===== src/rtl/regfile_multiport.sv =====
// rtl/regfile_multiport.sv - multiport register file with bypass, zero register, stall and clear sweep
// Optional debug read port enabled by defining REGFILE_DEBUG_PORT_EN.
module regfile_multiport #(
  parameter int LEN         = 32,
  parameter int NB_REG      = 32,
  parameter int NB_ADDR     = 5,
  parameter int NB_RD_PORTS = 2,
  parameter int ZERO_REG    = 1
) (
  input  logic                           i_clk,
  input  logic                           i_rst,
  input  logic                           i_enable,
  input  logic                           i_RegWrite,
  input  logic [NB_ADDR-1:0]             i_write_reg,
  input  logic [LEN-1:0]                 i_write_data,
  input  logic [NB_RD_PORTS*NB_ADDR-1:0] i_read_regs,
  output logic [NB_RD_PORTS*LEN-1:0]     o_read_data,
  output logic                           o_ready
`ifdef REGFILE_DEBUG_PORT_EN
  ,
  input  logic [NB_ADDR-1:0]             i_dbg_addr,
  output logic [LEN-1:0]                 o_dbg_data
`endif
);

  typedef enum logic {ST_CLEAR, ST_IDLE} state_t;

  localparam logic [NB_ADDR-1:0] LAST_REG = NB_ADDR'(NB_REG - 1);

  logic [LEN-1:0]                 regs [NB_REG];
  state_t                         state, state_next;
  logic [NB_ADDR-1:0]             clr_ptr, clr_ptr_next;
  logic                           ready_next;
  logic                           clr_we;
  logic                           wr_addr_ok;
  logic                           wr_en;
  logic [NB_ADDR-1:0]             rd_addr;
  logic [NB_RD_PORTS*LEN-1:0]     rd_next;

  always_ff @(posedge i_clk) begin
    if (!i_rst) begin
      state   <= ST_CLEAR;
      clr_ptr <= '0;
      o_ready <= 1'b0;
    end else begin
      state   <= state_next;
      clr_ptr <= clr_ptr_next;
      o_ready <= ready_next;
    end
  end

  always_comb begin
    state_next   = state;
    clr_ptr_next = clr_ptr;
    ready_next   = o_ready;
    clr_we       = 1'b0;
    case (state)
      ST_CLEAR: begin
        clr_we       = 1'b1;
        clr_ptr_next = clr_ptr + 1'b1;
        if (clr_ptr == LAST_REG) begin
          state_next   = ST_IDLE;
          ready_next   = 1'b1;
          clr_ptr_next = clr_ptr;
        end
      end
      ST_IDLE:  ready_next = 1'b1;
      default:  state_next = ST_CLEAR;
    endcase
  end

  // Writes to register 0 (when hard-wired) and beyond the file are dropped, and never bypassed
  assign wr_addr_ok = (32'(i_write_reg) < NB_REG) && !((ZERO_REG != 0) && (i_write_reg == '0));
  assign wr_en      = i_rst && (state == ST_IDLE) && i_RegWrite && wr_addr_ok;

  always_ff @(posedge i_clk) begin
    if (i_rst) begin
      if (clr_we)
        regs[clr_ptr] <= '0;
      else if (wr_en)
        regs[i_write_reg] <= i_write_data;
    end
  end

  always_comb begin
    rd_next = '0;
    rd_addr = '0;
    for (int k = 0; k < NB_RD_PORTS; k++) begin
      rd_addr = i_read_regs[k*NB_ADDR +: NB_ADDR];
      if ((32'(rd_addr) < NB_REG) && !((ZERO_REG != 0) && (rd_addr == '0))) begin
        if (wr_en && (i_write_reg == rd_addr))
          rd_next[k*LEN +: LEN] = i_write_data;
        else
          rd_next[k*LEN +: LEN] = regs[rd_addr];
      end
    end
  end

  // Outputs stay zero through the clear sweep, independent of the stall
  always_ff @(posedge i_clk) begin
    if (!i_rst || (state == ST_CLEAR))
      o_read_data <= '0;
    else if (i_enable)
      o_read_data <= rd_next;
  end

`ifdef REGFILE_DEBUG_PORT_EN
  assign o_dbg_data = ((32'(i_dbg_addr) < NB_REG) && !((ZERO_REG != 0) && (i_dbg_addr == '0)))
                      ? regs[i_dbg_addr] : '0;
`endif

endmodule


===== config.mk =====
export PLATFORM = sky130hd
export DESIGN_NAME = regfile_multiport
export DESIGN_NICKNAME = d
export VERILOG_FILES = /design/src/rtl/regfile_multiport.sv
export SDC_FILE = /design/constraint.sdc
export NUM_CORES = 1
export LEC_CHECK = 0
export CELL_PAD_IN_SITES_DETAIL_PLACEMENT = 0
export CELL_PAD_IN_SITES_GLOBAL_PLACEMENT = 2
export CORE_UTILIZATION = 34
export CTS_CLUSTER_SIZE = 8
export DETAILED_ROUTE_END_ITERATION = 12
export PLACE_DENSITY_LB_ADDON = 0.15
export SLEW_MARGIN = 20
export SYNTH_ARGS = -nofsm -noshare
export SYNTH_HDL_FRONTEND = slang
export SYNTH_SLANG_ARGS = --single-unit

===== constraint.sdc =====
create_clock -name i_clk -period 4.5 [get_ports i_clk]
set_clock_uncertainty 0.2 [all_clocks]
set_input_delay 0.9 -clock i_clk [delete_from_list [all_inputs] [get_ports i_clk]]
set_output_delay 0.9 -clock i_clk [all_outputs]
set_load 0.01 [all_outputs]

; ---- Yosys cells after proc, flatten, opt, wreduce, memory -nomap -nowiden
; Memory sizes are Yosys's and may differ from the RTL's.
; Index checks and enable logic that the tools add are counted.
; Widths: inputs -> output; s select.
[totals]
regBits = 71
mem_bits_rw = 1024
output_inout_bits = 65
n_memories = 1
[op_classes]
n_addsub = 1
n_eq_ne = 4
muxes = 18
bitwise_logic = 2
reduce_logical = 13
[mem_list]
columns = name, depth, width, rd, rd_clocked_by_memory_dff, wr, line
row1 = regs, 32, 32, 2, 0, 1, 30  ; logic [LEN-1:0] regs [NB_REG];
[op_table]
columns = cell, count
row1 = $mux 32, 5
row2 = $reduce_or 32->1, 1
row3 = $logic_not 5->1, 3
row4 = $mux 1, 11
row5 = $eq 5x5->1, 2
row6 = $add 5x1->5 const B, 1
row7 = $eq 5x5->1 const B, 1
row8 = $logic_and 1x1->1, 5
row9 = $mux 5, 1
row10 = $logic_not 1->1, 2
row11 = $ne 2x2->1 const B, 1
row12 = $not 1->1, 2
row13 = $pmux 1 s2, 1
row14 = $reduce_and 2->1, 1
row15 = $logic_or 1x1->1, 1

; ---- Logic depth before layout (Yosys ltp)
[logic_depth]
ltp_word = 9
ltp_mapped = 10

; ---- Worst setup path after synthesis
; No wires, ideal clock.
[synth_timing]
path_type = in2reg
start = input i_write_reg[1]
end = memory regs[20][0] (enable)
setup_time_ns = 0.421
arrival_time_ns = 3.422
setup_slack_ns = 0.457
cell_stages = 6
n_path_buf = 1
cell_sequence = clkbuf_1 nor4_1 a21o_1 a32o_1 nand3_1 nor2_1
[synth_between]
elab_chain_cells = 9
word_cells_on_any_way = 10
cone_classes = mux: 6 / reduce/logical: 4
[synth_rtl]
columns = element, line
row1 = start: declaration, 14  ; input logic [NB_ADDR-1:0] i_write_reg,
row2 = $logic_not 5->1, 73  ; assign wr_addr_ok = (32'(i_write_reg) < NB_REG) && !((ZERO_REG != 0) && (i_write_reg == '0));
row3 = $logic_not 1->1, 73
row4 = $logic_and 1x1->1, 74  ; assign wr_en = i_rst && (state == ST_IDLE) && i_RegWrite && wr_addr_ok;
row5 = $mux 1, 80  ; else if (wr_en)
row6 = $mux 1, 78  ; if (clr_we)
row7 = $mux 1, 77  ; if (i_rst) begin
row8 = $mux 1 (not written as such), 81  ; regs[i_write_reg] <= i_write_data;
row9 = $reduce_or 32->1 (no line), -
row10 = $mux 5 (no line) / $mux 1 (equally long branches), -
row11 = end: declaration, 30
; Several ways; a longest one is shown, not always the timed one.

; ---- Worst setup path after layout
[layout_timing]
start = input i_write_reg[0]
end = memory regs[24][25] (enable)
; The elaborated chain is that of the path after synthesis.

==> flow_metrics.env <==
export IMPL_path_class="input port to flop"
export IMPL_postLayoutSetupSlackWorst_ns=1.02
export IMPL_hold_path_startpoint="o_read_data[26]"
export IMPL_hold_path_endpoint="o_read_data[26]"
export IMPL_floorplan_initialDensity_pct=34.3
export IMPL_number_of_setup_buffers_added_after_cts=0
export IMPL_power_switching_fraction_pct=22.9
export IMPL_grt_pass1_wl_mm=243
export IMPL_clock_sinks=1095
export IMPL_worstPathRequired_ns=4.73
export IMPL_reg2reg_setup_slack_ns=1.39
export IMPL_die_boundary_width_um=385
export IMPL_postLayoutCellArea_um2=59500
export IMPL_cells_traversed_along_the_worst_timing_path="clkdlybuf4s50_1 > nor4_1 > buf_4 > a21o_1 > buf_4 > a32oi_1 > nand3_1 > nor2_4 > buf_12"
export IMPL_hold_buffers=0
export IMPL_clkLatencyLatePin_ns=0.78
export IMPL_viasPerCell=5.98
export IMPL_synthesis_instances=2682
export IMPL_synthDistinctLibCells=57
export IMPL_worst_path_stages=9
export IMPL_grt_util_all_layers_pct=23.4
export IMPL_tritoncts="built"
export IMPL_postSynth_asyncResetShare_pct=0
export IMPL_period_needed_ns=3.48
export IMPL_first_global_vias=31009
export IMPL_totalNegativeSetupSlack_ns=0
export IMPL_mostFrequentLayoutCells="edfxtp_1, mux4_2, mux2i_1"
export IMPL_holdCritPathClass="flop to flop"
export IMPL_share_comb_of_total_power_pct=5.8
export IMPL_critical_path_max_stage_delay_ns=0.64
export IMPL_intPower_mw=18.1
export IMPL_holdPathStages=2
export IMPL_placeableCoreArea_um2=146000
export IMPL_cellLeakagePower_nw=17.4
export IMPL_synth_edf_count=1024
export IMPL_critical_path_n_buffers_inverters=4
export IMPL_timing_critical_path_mode_cell="buf_4"
export IMPL_synth_area_per_cell_um2=18.6
export IMPL_globalRoute_totalOverflow=0
export IMPL_drc=0
export IMPL_fp_dieArea_um2=148000
export IMPL_boundaryPins=116
export IMPL_cts_htree_levels=4
export IMPL_reported_net_switching_power_mw=5.37
export IMPL_synth_seq_area_share_pct=64.4
export IMPL_ys_seq_elements=1095
export IMPL_number_of_gates_given_a_new_drive_strength_after_cts=0
export IMPL_routedWlPerCell_um=34.8
export IMPL_synthToLayoutAreaGrowth_pct=19.1
export IMPL_clock_root_buffer="clkbuf_16"
export IMPL_cts_inserted_buffers=155
export IMPL_route_vias_total=29656
export IMPL_timing_slew_headroom_pct=36.0
export IMPL_placementRows=140
export IMPL_layout_drive_gt1_share_pct=29.9
export IMPL_max_slew_worst_pin_slew_ns=0.961
export IMPL_grt_max_degree=63
export IMPL_ys_flop_type="edfxtp_1"
export IMPL_vdd_drop_max_v=0.000286
export IMPL_hold_viol_final=0
export IMPL_design_final_nets=3005
export IMPL_clock_power_share_pct=46.8
export IMPL_dpl_cell_area_um2=55000
export IMPL_synthesized_area_um2=49900
export IMPL_post_dp_hpwl_mm=111
export IMPL_cp_end_kind="flop"
export IMPL_die_y_um=385
export IMPL_placement_setup_worst_slack_ns=0.343
export IMPL_critical_path_reg2reg_endpoint="regs[24][25]"
export IMPL_max_cap_violations=0
export IMPL_numPortBuffers=115
export IMPL_drt_total_wl_mm=172
export IMPL_detailedRoute_firstIterationViolations=3334
export IMPL_ctsLongestPathBuffers=3
export IMPL_drt_first_pass_iters=6
export IMPL_cp_max_delay_cell="clkdlybuf4s50_1"
export IMPL_seq_power_share_pct=47.3
export IMPL_yosysWarnings=0
export IMPL_grt_setup_unrepaired="no"
export IMPL_worst_endpoint_arrival_ns=3.71
export IMPL_globalplace_congestion=0.865
export IMPL_cts_clk_slew_worst_paths_ns=0.05
export IMPL_grt_antenna_before_repair=12
export IMPL_worstReg2RegStart="state"
export IMPL_drv_slew=0
export IMPL_most_common_cell_after_layout_fill_and_taps_aside="edfxtp_1"
export IMPL_clock_fmax_ghz=0.288
export IMPL_period_share_pct=77.2
export IMPL_worst_path_max_fanout=32
export IMPL_num_antenna_cells=0
export IMPL_power_per_cell_area_nw_per_um2=394
export IMPL_finalSetupViolCount=0
export IMPL_final_antenna_net_count=0
export IMPL_outcome="complete, no violations"
export IMPL_top_delay_family_on_crit_path="buffers and inverters"
export IMPL_startpoint_type="input port"
export IMPL_postSynthNetCount=2735
export IMPL_r2r_worst_path_cells=7
-- cell families after synthesis --
logic type                 count (synthesis)  synth area share, %
buffers and inverters                    216                 2.18
xor gates and xnor gates                  13                0.228
muxes                                    639                 24.5
AOI/OAI and AO/OA                        353                 5.12
DFF                                     1095                 64.4
adders and majority gates                  2               0.0501
and+or+nand+nor                          364                 3.48
-- worst max path at each step --
stage               slack (ns)      endpoint           start
floorplan                 0.46   regs[20][0]  i_write_reg[1]
global placement          0.38  regs[26][17]           i_rst
detailed placement        0.34  regs[24][31]  i_write_reg[0]
CTS                       1.16  regs[24][25]  i_write_reg[0]
global route              1.02  regs[27][10]           i_rst
finish                    1.02  regs[24][25]  i_write_reg[0]
-- synthesized netlist by cell type, drive strengths merged (8+ instances only) --
cell       n  area share [%]
buf      118             1.4
mux2i    171             3.4
o21a       8            0.12
edfxtp  1024              62
and3      21            0.26
a31oi     17            0.21
a22o       8            0.14
nand2b    13            0.16
a211oi    32            0.48
xor2      10            0.18
o22ai    103             1.3
a21oi     19            0.19
a221oi    18            0.32
dfxtp     71             2.8
nand2    122            0.92
nand3     51            0.51
clkbuf    92            0.69
and2      41            0.51
o21ai     23            0.23
a32oi     27            0.47
a221o     24            0.48
a22oi     48            0.72
nor2b     17            0.21
nor2      75            0.56
mux4     468              21
-- worst min-delay path: stages, from the launching register on --
cell,delay (ns)
dfxtp_1,0.31
nand2_1,0.07
a32oi_1,0.05
-- routing by layer --
layer | vias to the layer above | part of all wire, % | GRT usage (%)
li1 | 11990 | - | -
met1 | 16130 | 43 | 32.3
met2 | 1313 | 48 | 37.7
met3 | 223 | 7.3 | 4.87
met4 | 0 | 2.3 | 5.99
met5 | - | 0 | 0
-- stage by stage --
step | std cells | util [%] | total power, mW | hold WS [ns]
global placement | 4712 | 37.7 | 12.7 | 0.269
finish | 4960 | 40.8 | 23.4 | 0.278
detailed placement | 4712 | 37.7 | 12.7 | 0.274
floorplan | 2682 | - | 12.1 | 0.286
global route | 4960 | 40.8 | 24.1 | 0.304
CTS | 4960 | 40.8 | 23.7 | 0.283
-- power groups by stage --
stage               Combinational (mW)  Clock, mW  Sequential, mW
global placement                  1.37          0            11.3
global route                      1.43       11.6            11.1
CTS                               1.38       11.2            11.1
finish                            1.36       11.0            11.1
detailed placement                1.37          0            11.3
floorplan                        0.811          0            11.3
-- cell type report --
cell class,instances,area [um^2]
clock buffer,233,4210
clock inverter,15,280
fill,13020,86200
inverter,6,22.5
multi-input combinational,1371,17000
sequential,1095,32200
tap,1917,2400
timing repair buffer,323,3410
-- sequential cells by signal, indices dropped and copies added, names as in the netlist --
name,flops
o_read_data,64
o_ready,1
clr_ptr,5
state,1
regs,1024
Note: power is estimated with default switching activity, not from simulation.
==> variant, RTL diff (config.mk and constraints unchanged) <==
The parameter `ZERO_REG` goes from 1 to 0.
--- a/src/rtl/regfile_multiport.sv
+++ b/src/rtl/regfile_multiport.sv
@@ -5,7 +5,7 @@
   parameter int NB_REG      = 32,
   parameter int NB_ADDR     = 5,
   parameter int NB_RD_PORTS = 2,
-  parameter int ZERO_REG    = 1
+  parameter int ZERO_REG    = 0
 ) (
   input  logic                           i_clk,
   input  logic                           i_rst,
Behaviour: no difference found for any inputs over 4 cycles, from zero or initial values and one cycle with i_rst low; that may be too few to reach the edited logic, so the function may still have changed.
==> variant against the unedited design <==
- wire length increased by 5.5%
- design area rose by 1.4%
- worst setup slack got worse by 0.079 ns
- area after synthesis rose by 1.9%
- total power grew 0.71%
- sequential cell count unchanged
- register-to-register slack lost 0.44 ns
- worst hold slack better by 0.0030 ns
==> variant: results (changes against the unedited design) <==
* Status: finished, final reports clean
* DR WL met2 at 89.1 mm (+7.9%)
* Seq/total area at 53.3% (-0.77 points)
* Min Hold Slack at 0.281 ns (+0.00297 ns)
* GR Util met1 at 32.6% (+0.27 points)
* Pleak at 18.2 nW (+4.8%)
* Slew headroom at 26.5% (-9.4 points)
* CTS buffer count at 154 (-0.65%)
* Met3 WL at 10.2 mm (-20%)
* Synth Area in Compound Gates at 6.97% (+1.9 points)
* Crit Path Category: flop to flop
* GPL Wtd Cong at 0.820 (-5.1%)
* Switching pwr at 5.37 mW (about the same)
* XOR/XNOR share of the synthesized area at 0.206% (-0.021 points)
* Initial antenna violation count at 3 (-9)
* Sequential cell count at 1095 (unchanged)
* Final period util at 79.0% (+1.7 points)
* Hold wc startpoint: o_ready
* # clk buffers at 240 (+3.0%)
* CP max stage delay at 0.89 ns (+0.25 ns)
* Syn Inst Count at 2820 (+5.1%)
* Post-Syn Nets at 2873 (+5.0%)
* DRT met1 WL at 78.0 mm (+6.4%)
* Ratio of cells with drive above 1 in the final layout at 29.3% (-0.56 points)
* #MultiIn Comb at 1459 (+6.4%)
* WHS Path Cells at 1 (-1)
* Tot GR Track Use at 24.1% (+0.67 points)
* Count of non-CTS inverters in the layout at 33 (+27)
* Placed insts at 4816 (+2.2%)
* Worst Hold Endpoint: o_ready
* Setup slack, reg-to-reg at 0.95 ns (-0.44 ns)
* Met2 Usage GRT at 39.7% (+2.0 points)
* Synth cell types at 52 (-8.8%)
variant: cell types whose count changed in the layout (fill, tap and decap cells not counted), moves of 28 or more:
| cell | delta |
|---|---|
| a211oi_1 | +35 |
| o22ai_1 | -98 |
| and2_1 | -36 |
| buf_4 | -33 |
| a21oi_1 | +67 |
| mux2_2 | +58 |
| inv_1 | +28 |
| mux4_2 | -64 |
| nand2_1 | -37 |
| nor2b_1 | +40 |
| nor2_1 | -40 |
| o221ai_2 | +30 |
| mux2i_1 | +112 |
| a22o_1 | +39 |
variant: power groups by stage:
| stage | Combinational (mW) | Clock (mW) | Sequential (mW) |
|---|---|---|---|
| 6_report | 1.63 | 10.9 | 11.1 |
| 3_5_place_dp | 1.65 | 0 | 11.3 |
| 3_3_place_gp | 1.65 | 0 | 11.3 |
| 2_1_floorplan | 0.974 | 0 | 11.3 |
| 5_1_grt | 1.71 | 11.5 | 11.1 |
| 4_1_cts | 1.65 | 11.1 | 11.1 |
